$ cat src/rtl/onehot_enc4.sv
// onehot_enc4 : registered 4-to-2 encoder for a one-hot 4-line select bus.
//
// The four lines are brought into the clk domain through a two-stage
// synchroniser, then qualified: a pattern is used only after it has been
// seen unchanged for STABLE consecutive samples after it was captured.
// Qualified patterns are classified as IDLE (no line set), LOCKED
// (exactly one line set) or FAULT (two or more lines set), and the
// result is registered together with a one-cycle change strobe.
//
// Ports
//   clk    in   1  rising-edge clock
//   rst_n  in   1  synchronous active-low reset
//   en     in   1  output update enable (sync/qualification always run)
//   d      in   4  one-hot select lines, asynchronous to clk
//   code   out  2  index of the highest set qualified line
//   valid  out  1  qualified pattern is exactly one-hot
//   err    out  1  qualified pattern has two or more lines set
//   chg    out  1  one-cycle strobe when {state, code} changes
//   state  out  2  00 IDLE, 01 LOCKED, 10 FAULT
module onehot_enc4 #(
  parameter int STABLE = 3  // legal range 1..15
) (
  input  logic       clk,
  input  logic       rst_n,
  input  logic       en,
  input  logic [3:0] d,
  output logic [1:0] code,
  output logic       valid,
  output logic       err,
  output logic       chg,
  output logic [1:0] state
);

  typedef enum logic [1:0] {
    ST_IDLE   = 2'b00,
    ST_LOCKED = 2'b01,
    ST_FAULT  = 2'b10
  } state_t;

  localparam logic [3:0] STABLE_C = 4'(STABLE);

  logic [3:0] r_s1;
  logic [3:0] r_s2;
  logic [3:0] r_cand;
  logic [3:0] r_cnt;
  state_t     r_state;
  logic [1:0] r_code;
  logic       r_valid;
  logic       r_err;
  logic       r_chg;

  logic [2:0] w_pop;
  logic [1:0] w_hi;
  logic       w_qual;
  state_t     w_state_next;
  logic [1:0] w_code_next;
  logic       w_valid_next;
  logic       w_err_next;
  logic       w_chg_next;

  // Synchroniser and stability qualifier. Any difference between the
  // synchronised sample and the held candidate restarts the window, so a
  // glitch that reverts costs a full requalification of the old pattern.
  always_ff @(posedge clk) begin
    if (!rst_n) begin
      r_s1   <= 4'b0000;
      r_s2   <= 4'b0000;
      r_cand <= 4'b0000;
      r_cnt  <= 4'd0;
    end else begin
      r_s1 <= d;
      r_s2 <= r_s1;
      if (r_s2 != r_cand) begin
        r_cand <= r_s2;
        r_cnt  <= 4'd0;
      end else if (r_cnt != STABLE_C) begin
        r_cnt <= r_cnt + 4'd1;
      end
    end
  end

  assign w_qual = (r_cnt == STABLE_C);

  // Population count and highest set index of the candidate; the
  // ascending loop lets the highest set line win.
  always_comb begin
    w_pop = 3'd0;
    w_hi  = 2'd0;
    for (int i = 0; i < 4; i++) begin
      w_pop = w_pop + {2'b00, r_cand[i]};
      if (r_cand[i]) w_hi = 2'(i);
    end
  end

  // Next-state / output logic. Everything holds unless this edge
  // evaluates a qualified pattern with en high.
  always_comb begin
    w_state_next = r_state;
    w_code_next  = r_code;
    w_valid_next = r_valid;
    w_err_next   = r_err;
    w_chg_next   = 1'b0;
    if (en && w_qual) begin
      if (w_pop == 3'd0) begin
        // IDLE keeps the last code so a released bus still reports
        // where it was.
        w_state_next = ST_IDLE;
        w_valid_next = 1'b0;
        w_err_next   = 1'b0;
      end else if (w_pop == 3'd1) begin
        w_state_next = ST_LOCKED;
        w_code_next  = w_hi;
        w_valid_next = 1'b1;
        w_err_next   = 1'b0;
      end else begin
        w_state_next = ST_FAULT;
        w_code_next  = w_hi;
        w_valid_next = 1'b0;
        w_err_next   = 1'b1;
      end
      w_chg_next = ({w_state_next, w_code_next} != {r_state, r_code});
    end
  end

  always_ff @(posedge clk) begin
    if (!rst_n) begin
      r_state <= ST_IDLE;
      r_code  <= 2'b00;
      r_valid <= 1'b0;
      r_err   <= 1'b0;
      r_chg   <= 1'b0;
    end else begin
      r_state <= w_state_next;
      r_code  <= w_code_next;
      r_valid <= w_valid_next;
      r_err   <= w_err_next;
      r_chg   <= w_chg_next;
    end
  end

  assign code  = r_code;
  assign valid = r_valid;
  assign err   = r_err;
  assign chg   = r_chg;
  assign state = r_state;

endmodule

$ cat config.mk
export PLATFORM = sky130hd
export DESIGN_NAME = onehot_enc4
export DESIGN_NICKNAME = d
export VERILOG_FILES = /design/src/rtl/onehot_enc4.sv
export SDC_FILE = /design/constraint.sdc
export NUM_CORES = 1
export LEC_CHECK = 0
export CORE_MARGIN = 3
export CORE_UTILIZATION = 35
export DETAILED_ROUTE_END_ITERATION = 10
export SLEW_MARGIN = 15
export SYNTH_ARGS = -nofsm -noshare
export SYNTH_HDL_FRONTEND = slang
export SYNTH_SLANG_ARGS = --single-unit
$ cat constraint.sdc
create_clock -name clk -period 2.1 [get_ports clk]
set_input_delay 0.525 -clock clk [delete_from_list [all_inputs] [get_ports clk]]
set_output_delay 0.525 -clock clk [all_outputs]
set_load 0.02 [all_outputs]
==> metrics <==
first-pass GRT wire length 2820 um; Starting Density 39.0%; worst-margin pin slew 472 ps; fmax 458 MHz; post-route ant nets 0; Commonest cells post-synth 21 x dfxtp_1, 12 x and2_1, 7 x inv_1; GRT overflow 0; row count 17; router iterations before antenna repair 4; Netlist cell types 32; Synth Cell Area 903 um2; Most used DFF post-synth dfxtp_1; fraction of registers with async set or reset after synthesis 0%; final hold slack 444 ps; Mapped Nets 101; I/O Pins 14; Num CTS Buffers 3; worst hold path cell count 1; DR vias/cell 4.99; placed cells 130; Max clock buf depth 2; # diodes 0; DPL Wire Length 1140 um; Routed WL 1560 um; synthesis-stage register bit count 21; sequential area share after synthesis 46.5%; WL/cell 11.7 um; initial antenna violation count 0; unrepaired setup endpoints after global routing yes; clock sinks 21; synth top area cells dfxtp_1 47%, and2_1 8.3%, ha_1 4.2%; RePlAce Congestion 0.711; clk_lat worst skew 300 ps; Fin Setup TNS -182 ps; Initial DRC Count 14; routed vias 668; Power Density 612 nW/um2; max_cap viols 0; P_leak 0.422 nW; setup bufs post-CTS 0; status finished, violations left; worst vdd ir 0.341 mV; Mapped Avg Cell Area 10.0 um2; Post-synth EDFFs 0; number of global-route vias before repair 641; Crit path required time 2290 ps; kind of critical path flip-flop to flip-flop; drc violations 0; FF-to-FF Start r_cand[0]; area share of the largest cell type after synthesis 46.5%; area grow syn2layout 23.7%; top-count cell post-synth dfxtp_1; CTS tree built; # setup viols final 3; Post-Syn Instances 90; fin crit share 104%; Die W 56.8 um; CORE AREA 2320 um2; Critical Path Sink Type flip-flop; PortBufs 13; die area 3230 um2; synth warn 0; clk_skew 0.779 ps; failing checks setup timing; largest net degree at the start of global routing 17; flop-to-flop setup slack -90 ps; R2R cell count 8; Max-slew headroom 68.4%; Non-Filler Instances 134; H-Tree Level Count 1; final setup margin -85.6 ps; critical path peak fanout 5; Finished Core Util 48.2%; fin crit period 2190 ps; CP Capture Point chg; startpoint types flip-flop; Worst Hold Class flip-flop to flip-flop; final hold violations 0; RR Endpoint chg; post-synth top area cell dfxtp_1; clk root buf clkbuf_4; Slew Limit Fails 0; GRT Total Usage 11.4%; WP data arrival 2370 ps; Die Height 56.8 um; nets 118; Reg clk slew, reported paths 110 ps; Setup crit start r_cand[0]; share of cells above drive strength 1 17.9%; Hold Buf Count CTS 0
==> through the flow <==
step	worst slack [ps]	instance area, um2	total power (W)
6_report	-85.6	1120	0.000684
5_1_grt	-192	1120	0.000728
4_1_cts	-100	1110	0.000691
3_5_place_dp	-95.5	1080	0.000495
3_3_place_gp	-46.3	1080	0.000492
2_1_floorplan	-24.6	922	0.000470
==> placed cells by master (no fill, tap or decap), types with 4 or more instances in the layout <==
cell type        count
and2_1              12
clkdlybuf4s50_1     13
dfxtp_1             18
inv_1                4
nand3_1              4
nor3_1               4
xnor2_1              4
==> state kept, by name, summed over array words and instances, names as in the netlist <==
signal	cells
r_cnt	4
r_s2	4
code	2
chg	1
r_cand	4
state	2
r_s1	4
==> worst min-delay path by stage <==
stage	end	start
6_report	r_s2[3]	r_s1[3]
5_1_grt	r_s2[0]	r_s1[0]
4_1_cts	r_s2[1]	r_s1[1]
3_5_place_dp	r_s2[0]	r_s1[0]
3_3_place_gp	r_s2[0]	r_s1[0]
2_1_floorplan	r_s2[0]	r_s1[0]
==> report_power, final <==
part	total, W	switching (W)	internal [W]
Sequential	0.000419	0.00000779	0.000411
Clock	0.000192	0.000118	0.0000740
Combinational	0.0000724	0.0000320	0.0000404
Total	0.000684	0.000158	0.000526
==> per-layer routing <==
| layer | global-route usage (%) | up-vias | share of wire (%) |
|---|---|---|---|
| met2 | 18.2 | 18 | 46 |
| met4 | 6.95 | 0 | 2.9 |
| met1 | 14.0 | 306 | 46 |
| met5 | 0 | - | 0 |
| met3 | 2.30 | 5 | 4.8 |
| li1 | - | 339 | - |
==> critical path, cell delays in order (launching register included) <==
cell	delay, ps
dfxtp_2	350
inv_2	40
fa_1	520
inv_1	40
ha_2	170
ha_4	230
or4b_4	480
o211ai_2	140
o22ai_1	100
==> kinds of logic after synthesis <==
kind of cell | synth area share [%]
mux | 2.35
xor+xnor | 6.79
compound gates | 9.42
buf+inv | 6.23
fa+ha+maj | 6.37
flops | 46.5
simple gates | 22.3
==> final cells by class <==
| cell class | instances | area, um2 |
|---|---|---|
| multi-input cells | 58 | 453 |
| inverters | 7 | 26.3 |
| clock buffers | 4 | 26.3 |
| flip-flops and latches | 21 | 424 |
| well taps | 28 | 35.0 |
| fillers | 234 | 1200 |
| repair buffers | 16 | 153 |
==> timing repair <==
action                                  CTS  global route
hold endpoints to repair                  0             0
resized for setup                         1             2
pin swaps                                 2             1
endpoints found under the setup margin    3             3
No activity file was read; power rests on OpenSTA's default activity.
